--- config.mk ---
export PLATFORM = sky130hd
export DESIGN_NAME = counter_arbiter
export DESIGN_NICKNAME = d
export VERILOG_FILES = /design/src/rtl/counter_arbiter_pkg.sv /design/src/rtl/counter_arbiter_rr_pick.sv /design/src/rtl/counter_arbiter.sv
export SDC_FILE = /design/constraint.sdc
export NUM_CORES = 1
export LEC_CHECK = 0
export CAP_MARGIN = 30
export CORE_MARGIN = 2
export CORE_UTILIZATION = 41
export CTS_CLUSTER_SIZE = 24
export DETAILED_ROUTE_END_ITERATION = 7
export PLACE_DENSITY = 0.89
export SYNTH_ARGS = -nofsm -noshare
export SYNTH_HDL_FRONTEND = slang
export SYNTH_SLANG_ARGS = --single-unit
--- constraint.sdc ---
create_clock -name clk -period 4.5 [get_ports clk]
set_clock_uncertainty 0.15 [all_clocks]
set_input_delay 0.45 -clock clk [delete_from_list [all_inputs] [get_ports clk]]
set_output_delay 0.45 -clock clk [all_outputs]
set_load 0.02 [all_outputs]
--- src/rtl/counter_arbiter_pkg.sv ---
// Shared types and constants for the counter_arbiter round-robin accumulator sequencer.
package counter_arbiter_pkg;

    localparam int DEF_NREQ   = 4;
    localparam int DEF_WIDTH  = 4;
    localparam int DEF_STAT_W = 8;

    typedef enum logic [2:0] {
        INIT,
        IDLE,
        ISSUE,
        SETTLE,
        CLEAR
    } state_t;

    // Index width for NREQ requesters; never narrower than one bit.
    function automatic int idx_w(input int n);
        return (n <= 2) ? 1 : $clog2(n);
    endfunction

endpackage

--- src/rtl/counter_arbiter_rr_pick.sv ---
// Combinational round-robin select: first set request strictly after pointer, wrapping.
module rr_pick
    import counter_arbiter_pkg::*;
#(
    parameter int NREQ  = DEF_NREQ,
    parameter int IDX_W = idx_w(NREQ)
) (
    input  logic [NREQ-1:0]  req,
    input  logic [IDX_W-1:0] pointer,
    output logic [NREQ-1:0]  grant,
    output logic [IDX_W-1:0] index,
    output logic             valid
);

    localparam logic [IDX_W:0] NREQ_W = (IDX_W+1)'(NREQ);

    logic [NREQ-1:0]  hit;
    logic [IDX_W-1:0] cand [NREQ];

    // cand[k] is the requester k+1 positions after the pointer, modulo NREQ.
    for (genvar gi = 0; gi < NREQ; gi++) begin : g_cand
        logic [IDX_W:0] sum;
        logic [IDX_W:0] wrapped;
        assign sum      = {1'b0, pointer} + (IDX_W+1)'(gi + 1);
        assign wrapped  = (sum >= NREQ_W) ? (sum - NREQ_W) : sum;
        assign cand[gi] = wrapped[IDX_W-1:0];
        assign hit[gi]  = req[cand[gi]];
    end

    always_comb begin
        index = '0;
        valid = 1'b0;
        for (int k = NREQ - 1; k >= 0; k--) begin
            if (hit[k]) begin
                index = cand[k];
                valid = 1'b1;
            end
        end
        grant = valid ? (NREQ'(1) << index) : '0;
    end

endmodule

--- src/rtl/counter_arbiter.sv ---
// Round-robin sequencer sharing one accumulating counter among NREQ requesters.
// Define COUNTER_ARBITER_STATS_EN to add saturating per-requester grant counters (gnt_cnt).
module counter_arbiter
    import counter_arbiter_pkg::*;
#(
    parameter int NREQ  = DEF_NREQ,
    parameter int WIDTH = DEF_WIDTH
`ifdef COUNTER_ARBITER_STATS_EN
    , parameter int STAT_W = DEF_STAT_W
`endif
) (
    input  logic                       clk,
    input  logic                       reset,
    input  logic [NREQ-1:0]            req,
    input  logic [NREQ*WIDTH-1:0]      req_val,
    output logic [NREQ-1:0]            gnt,
    input  logic                       clr_req,
    output logic                       acc_reset,
    output logic [WIDTH-1:0]           acc_in,
    input  logic [WIDTH-1:0]           acc_out,
    output logic                       busy,
    output logic                       wrap,
    output logic [idx_w(NREQ)-1:0]     last_id
`ifdef COUNTER_ARBITER_STATS_EN
    , output logic [NREQ*STAT_W-1:0]   gnt_cnt
`endif
);

    localparam int IDX_W = idx_w(NREQ);

    state_t           state_reg, state_next;
    logic [IDX_W-1:0] ptr_reg;
    logic [IDX_W-1:0] last_id_reg;
    logic             carry_reg;
    logic             wrap_reg;
    logic             clr_pend_reg;

    logic [NREQ-1:0]  win_gnt;
    logic [IDX_W-1:0] win_idx;
    logic             win_valid;
    logic [WIDTH-1:0] val_arr [NREQ];
    logic [WIDTH:0]   acc_sum;

    for (genvar gi = 0; gi < NREQ; gi++) begin : g_val
        assign val_arr[gi] = req_val[gi*WIDTH +: WIDTH];
    end

    rr_pick #(
        .NREQ  (NREQ),
        .IDX_W (IDX_W)
    ) u_pick (
        .req     (req),
        .pointer (ptr_reg),
        .grant   (win_gnt),
        .index   (win_idx),
        .valid   (win_valid)
    );

    always_ff @(posedge clk or posedge reset) begin
        if (reset) state_reg <= INIT;
        else       state_reg <= state_next;
    end

    always_comb begin
        state_next = state_reg;
        case (state_reg)
            INIT:   state_next = IDLE;
            IDLE: begin
                if (clr_req || clr_pend_reg) state_next = CLEAR;
                else if (|req)               state_next = ISSUE;
            end
            ISSUE:  state_next = SETTLE;
            SETTLE: state_next = IDLE;
            CLEAR:  state_next = IDLE;
            default: state_next = INIT;
        endcase
    end

    // Carry out of the pending accumulation, evaluated one bit wider than the counter.
    assign acc_sum = {1'b0, acc_out} + {1'b0, acc_in};

    always_ff @(posedge clk or posedge reset) begin
        if (reset) begin
            ptr_reg      <= IDX_W'(NREQ - 1);
            last_id_reg  <= '0;
            carry_reg    <= 1'b0;
            wrap_reg     <= 1'b0;
            clr_pend_reg <= 1'b0;
        end else begin
            case (state_reg)
                ISSUE: begin
                    carry_reg <= acc_sum[WIDTH];
                    if (win_valid) begin
                        ptr_reg     <= win_idx;
                        last_id_reg <= win_idx;
                    end
                end
                SETTLE: if (carry_reg) wrap_reg <= 1'b1;
                CLEAR:  wrap_reg <= 1'b0;
                default: ;
            endcase
            // A clear arriving during CLEAR itself is absorbed by that CLEAR.
            if (state_reg == CLEAR)
                clr_pend_reg <= 1'b0;
            else if (clr_req && (state_reg == ISSUE || state_reg == SETTLE))
                clr_pend_reg <= 1'b1;
        end
    end

    always_comb begin
        gnt       = '0;
        acc_in    = '0;
        acc_reset = 1'b0;
        busy      = 1'b1;
        case (state_reg)
            INIT:  acc_reset = 1'b1;
            IDLE:  busy = 1'b0;
            ISSUE: begin
                gnt = win_gnt;
                if (win_valid) acc_in = val_arr[win_idx];
            end
            CLEAR: acc_reset = 1'b1;
            default: ;
        endcase
    end

    assign wrap    = wrap_reg;
    assign last_id = last_id_reg;

`ifdef COUNTER_ARBITER_STATS_EN
    for (genvar gi = 0; gi < NREQ; gi++) begin : g_stat
        logic [STAT_W-1:0] cnt_reg;
        always_ff @(posedge clk or posedge reset) begin
            if (reset)
                cnt_reg <= '0;
            else if (state_reg == CLEAR)
                cnt_reg <= '0;
            else if (gnt[gi] && (cnt_reg != '1))
                cnt_reg <= cnt_reg + 1'b1;
        end
        assign gnt_cnt[gi*STAT_W +: STAT_W] = cnt_reg;
    end
`endif

endmodule

==> flow_metrics.env <==
export IMPL_yosys_warnings=0
export IMPL_cts_setup_buffers=0
export IMPL_synth_edff_count=0
export IMPL_gr_total_overflow=0
export IMPL_rsz0062_at_grt="false"
export IMPL_yosys_cell_types_count=33
export IMPL_path_clk_slew_ns=0.07
export IMPL_dp_cells=145
export IMPL_ff2ff_path_depth=11
export IMPL_largest_reg_flops=3
export IMPL_grt_max_degree=16
export IMPL_drive_gt1_frac=0.113
export IMPL_relSlewSlack=0.437
export IMPL_vdd_drop_max_mv=0.377
export IMPL_cts_tree="built"
export IMPL_cts_hold_buf=0
export IMPL_criticalPathCategory="input pin to primary output"
export IMPL_num_io_pins=40
export IMPL_die_x_microns=47.2
export IMPL_antenna_left=0
export IMPL_ctsRootBufferMaster="clkbuf_4"
export IMPL_final_cell_mix="clkdlybuf4s50_1, o21ai_0, dfrtp_1"
export IMPL_p_leak_uw=0.000495
export IMPL_required_ns=3.90
export IMPL_row_count=15
export IMPL_avgRoutedWirePerCell_microns=14.0
export IMPL_hp_class="input pin to asynchronous set/reset pin"
export IMPL_synth_top_area_frac=0.262
export IMPL_start_util=0.438
export IMPL_coreArea_sq_mm=0.00175
export IMPL_num_vias=780
export IMPL_max_freq_mhz=279
export IMPL_crit_path_end_kind="primary output"
export IMPL_final_cells=149
export IMPL_seq_area_frac_synth=0.331
export IMPL_syn_inst=85
export IMPL_synthArstFlopShare=1.00
export IMPL_syn_area_sq_um=764
export IMPL_setup_tns_ns=0
export IMPL_io_buffers=39
export IMPL_max_cap_viol_count=0
export IMPL_worstSetupStartpointType="input pin"
export IMPL_cp_startpoint="req[1]"
export IMPL_final_common_cell="clkdlybuf4s50_1"
export IMPL_ys_flop_type="dfrtp_1"
export IMPL_grt_pass1_vias=709
export IMPL_synth_top_area_cell="dfrtp_1"
export IMPL_die_h_microns=47.2
export IMPL_powerDensity_mw_per_mm2=472
export IMPL_syn_to_final_growth_pct=56.0
export IMPL_drtIter0Drc=10
export IMPL_rr_startpoint="ptr_reg[0]$_DFFE_PP1P_"
export IMPL_dp_hpwl_mm=1.66
export IMPL_setup_violations=0
export IMPL_drc=0
export IMPL_grt_pass1_wl_mm=2.90
export IMPL_fin_crit_ns=3.59
export IMPL_nets=155
export IMPL_avgSynthCellArea_sq_um=8.99
export IMPL_synth_area_top_cells="dfrtp_1, dfstp_2, mux2i_1, a211oi_1, o21ai_0"
export IMPL_cts_buffers=3
export IMPL_ys_ff_latch=10
export IMPL_cp_max_fo=13
export IMPL_status="finished, final reports clean"
export IMPL_routed_wl_mm=2.09
export IMPL_vias_per_cell=5.23
export IMPL_hold_violations=0
export IMPL_cts_resized=0
export IMPL_dr_pass1_iters=4
export IMPL_insertion_delay_ns=0.27
export IMPL_cts_sinks=10
export IMPL_die_area_sq_mm=0.00223
export IMPL_antenna_found_initial=0
export IMPL_gp_congestion=0.776
export IMPL_fin_crit_sh=0.798
export IMPL_cp_arrival_ns=2.99
export IMPL_grt_total_usage=0.193
export IMPL_cts_htree_levels=1
export IMPL_syn_num_nets=115
export IMPL_final_max_slew_viol_count=0
export IMPL_worst_slew_pin_slew_ns=0.841
export IMPL_clockBufferDepth=2
export IMPL_diodes=0
==> cells by family after synthesis <==
family                     synth area share
adders and majority gates            0.0491
DFF                                   0.331
buffers and inverters                0.0409
muxes                                 0.110
AOI/OAI and AO/OA                     0.232
and+or+nand+nor                       0.237
==> worst max-delay path: stages <==
cell,delay [ns]
clkdlybuf4s50_1,0.54
and2b_1,0.14
a21oi_1,0.04
o211ai_1,0.68
mux2_2,0.43
nor2_1,0.10
clkdlybuf4s50_1,0.61
==> final timing paths <==
| kind | endpoint | slack [ns] |
|---|---|---|
| worst max-delay path | acc_in[0] | 0.91 |
| worst min-delay path | clr_pend_reg$_DFFE_PP0P_ | 0.31 |
| worst max register to register | carry_reg$_DFFE_PP0P_ | 1.62 |
| worst min register to register | ptr_reg[1]$_DFFE_PP1P_ | 0.35 |
| max in group asynchronous | ptr_reg[1]$_DFFE_PP1P_ | 3.58 |
| min in group clk | ptr_reg[1]$_DFFE_PP1P_ | 0.35 |
==> through the flow <==
step                instance area (sq um)  setup slack, ns  hold slack, ns   util  total power (uW)
floorplan                             764             1.42           0.139      -               386
global placement                     1170            0.969           0.323  0.668               485
detailed placement                   1170            0.936           0.335  0.668               499
CTS                                  1190            0.934           0.318  0.683               567
global route                         1190            0.759           0.351  0.683               602
finish                               1190            0.911           0.312  0.683               563
==> area by class of cell <==
| type | instances | area [sq um] |
|---|---|---|
| fillers | 142 | 553 |
| multi-input cells | 68 | 480 |
| repair buffers | 39 | 390 |
| flip-flops and latches | 10 | 253 |
| well taps | 25 | 31.3 |
| clock buffers | 4 | 26.3 |
| inverters | 3 | 11.3 |
==> power by group <==
group          internal (uW)  leakage (uW)  total (uW)  switching (uW)
clock                   34.3     0.0000150        65.1            30.8
combinational            159      0.000363         312             153
sequential               139      0.000118         186            46.8
==> routing by layer <==
layer / vias up / global-route usage / wire, microns
met5: - / 0 / 0
met4: 0 / 0.0833 / 26
met3: 4 / 0.0538 / 113
met2: 30 / 0.364 / 1120
met1: 355 / 0.195 / 826
li1: 391 / - / -
==> synth_stat cells, types with 2 or more instances <==
cell type / count
dfrtp_1: 8
o21ai_0: 8
nand2_1: 7
nor2_1: 7
a211oi_1: 6
mux2i_1: 5
a21oi_1: 4
and2b_1: 4
ha_1: 3
mux2_2: 3
clkbuf_1: 2
dfstp_2: 2
inv_1: 2
nor2b_1: 2
nor3_1: 2
nor3b_1: 2
o211ai_1: 2
Power figures use the tool's default switching activity.
==> edit (config.mk and constraints unchanged) <==
The option `COUNTER_ARBITER_STATS_EN` is turned on by a define.
--- a/src/rtl/counter_arbiter.sv
+++ b/src/rtl/counter_arbiter.sv
@@ -2,2 +2,4 @@
 // Define COUNTER_ARBITER_STATS_EN to add saturating per-requester grant counters (gnt_cnt).
+`define COUNTER_ARBITER_STATS_EN
+
 module counter_arbiter
Behaviour (old outputs only; new: gnt_cnt): unchanged (equiv_simple and equiv_induct, registers matched by name and starting in step).
==> edit against the unedited design <==
  * Combinational power rose by 68%
  * Global-route usage rose by 0.13 points
  * Sequential cell count rose by 32
  * Total power rose by 140%
  * Sequential power rose to 2.9 times the old value
  * Area after synthesis rose to 3.2 times the old value
  * Worst setup slack got worse by 0.055 ns
  * Wire length rose to 3.0 times the old value
  * Worst hold slack improved by 0.030 ns
  * Fmax fell by 1.5%
  * Via count rose to 2.9 times the old value
  * Design area rose to 2.8 times the old value
  * Clock power rose to 3.9 times the old value
  * Critical path type unchanged
  * Largest power group is now sequential cells
  * Highest routed layer unchanged
==> edit: results (changes against the unedited design) <==
stage;metric;value;unit;change
outcome;status;complete, no violations;;unchanged
min_path;Hold Path Class;register to register;;was input port to async pin
synth;post-synthesis compound-gate area fraction;0.0832;;was 0.232
layout;layout cells sized above 1;0.0798;;was 0.113
worst_setup_path;crit-path max FO;8;;was 13
routing;DR vias/cell;5.57;;was 5.23
synth;Adder-Cell Fraction of Synth Area;0.0353;;was 0.0491
synth;Post-Syn Area per Cell;9.62;um^2;was 8.99 um^2
global_route;first-pass GRT wire length;10.1;mm;was 2.90 mm
synth;synth top area cells;dfrtp_1 (40%), mux2i_1 (5.6%), nor2_1 (5.6%);;was dfrtp_1 (26%), dfstp_2 (6.9%), mux2i_1 (6.5%)
routing;length of routed met2 wiring;3.04;mm;was 1.12 mm
power_and_ir_drop;VDD IR max;0.000199;V;was 0.000377 V
routing;drt wl/cell;15.5;um;was 14.0 um
placement;Inst Count DP;393;;was 145
cts;CTS buffer count;5;;was 3
placement;pre-CTS setup slack;0.877;ns;was 0.936 ns
cts;clk_lat worst skew;0.30;ns;was 0.27 ns
placement;Port-buffer cells;71;;was 39
cts;number of H-tree levels;2;;was 1
global_route;GRT Overall Usage;0.194;;was 0.193
worst_setup_path;CP arrival;3.04;ns;was 2.99 ns
power_and_ir_drop;P_leak;1.39;nW;was 0.495 nW
sta;final hold slack;0.341;ns;was 0.312 ns
layout;max reg flops;32;;was 3
synth;Distinct cells, synth;45;;was 33
routing;Metal-1 WL;2.74;mm;was 826 um
synth;sequential fraction of the synthesis area;0.425;;was 0.331
## edit: cell count changes after synthesis, moves of 10 or more
cell,unedited run,this run
nand2_1,7,20
nor2_1,7,37
dfrtp_1,8,40
xnor2_1,0,15
nand4_1,0,10
nand3_1,0,10
## edit: kinds of logic (layout without fill, tap and decap cells)
logic type,Yosys count,after routing
and+or+nand+nor,127,127
AOI/OAI and AO/OA,32,32
muxes,17,17
xor gates and xnor gates,18,18
DFF,42,42
adders and majority gates,7,7
buffers and inverters,15,83
## edit: cell type report
cell class / count / area (um^2)
sequential: 42 / 1050
multi-input combinational: 201 / 1360
inverter: 2 / 7.51
clock inverter: 3 / 25.0
fill: 545 / 2550
clock buffer: 5 / 68.8
timing repair buffer: 73 / 726
tap: 75 / 93.8
## edit: power groups by stage
stage          clock network (mW)  logic, mW  registers [mW]
2_1_floorplan                   0      0.316           0.554
3_3_place_gp                    0      0.516           0.544
3_5_place_dp                    0      0.529           0.551
4_1_cts                     0.264      0.531           0.543
5_1_grt                     0.285      0.569           0.558
6_report                    0.257      0.525           0.543
## edit: worst max path at each step
| stage | start | to | cells past startpoint |
|---|---|---|---|
| 3_5_place_dp | req[0] | acc_in[2] | 8 |
| 4_1_cts | req[0] | acc_in[2] | 8 |
| 6_report | req[0] | acc_in[1] | 8 |
| 3_3_place_gp | req[0] | acc_in[1] | 8 |
| 2_1_floorplan | ptr_reg[0] | carry_reg | 11 |
| 5_1_grt | req[0] | acc_in[2] | 8 |
## edit: critical path, delay by kind of cell
kind | cells | cell delay (ns)
multiplexers | 1 | 0.25
AO/OA/AOI/OAI | 2 | 0.51
buffers and inverters | 2 | 1.21
AND/OR/NAND/NOR | 3 | 0.62
## edit: per-stage QoR
step / instance area, um^2 / utilization
floorplan: 2480 / -
global placement: 3240 / 0.550
detailed placement: 3240 / 0.550
CTS: 3330 / 0.566
global route: 3330 / 0.566
finish: 3330 / 0.566
## edit: per-layer routing
metal	up-vias	GRT usage
li1	1075	-
met1	1091	0.251
met2	65	0.328
met3	4	0.0484
met4	0	0.0433
met5	-	0
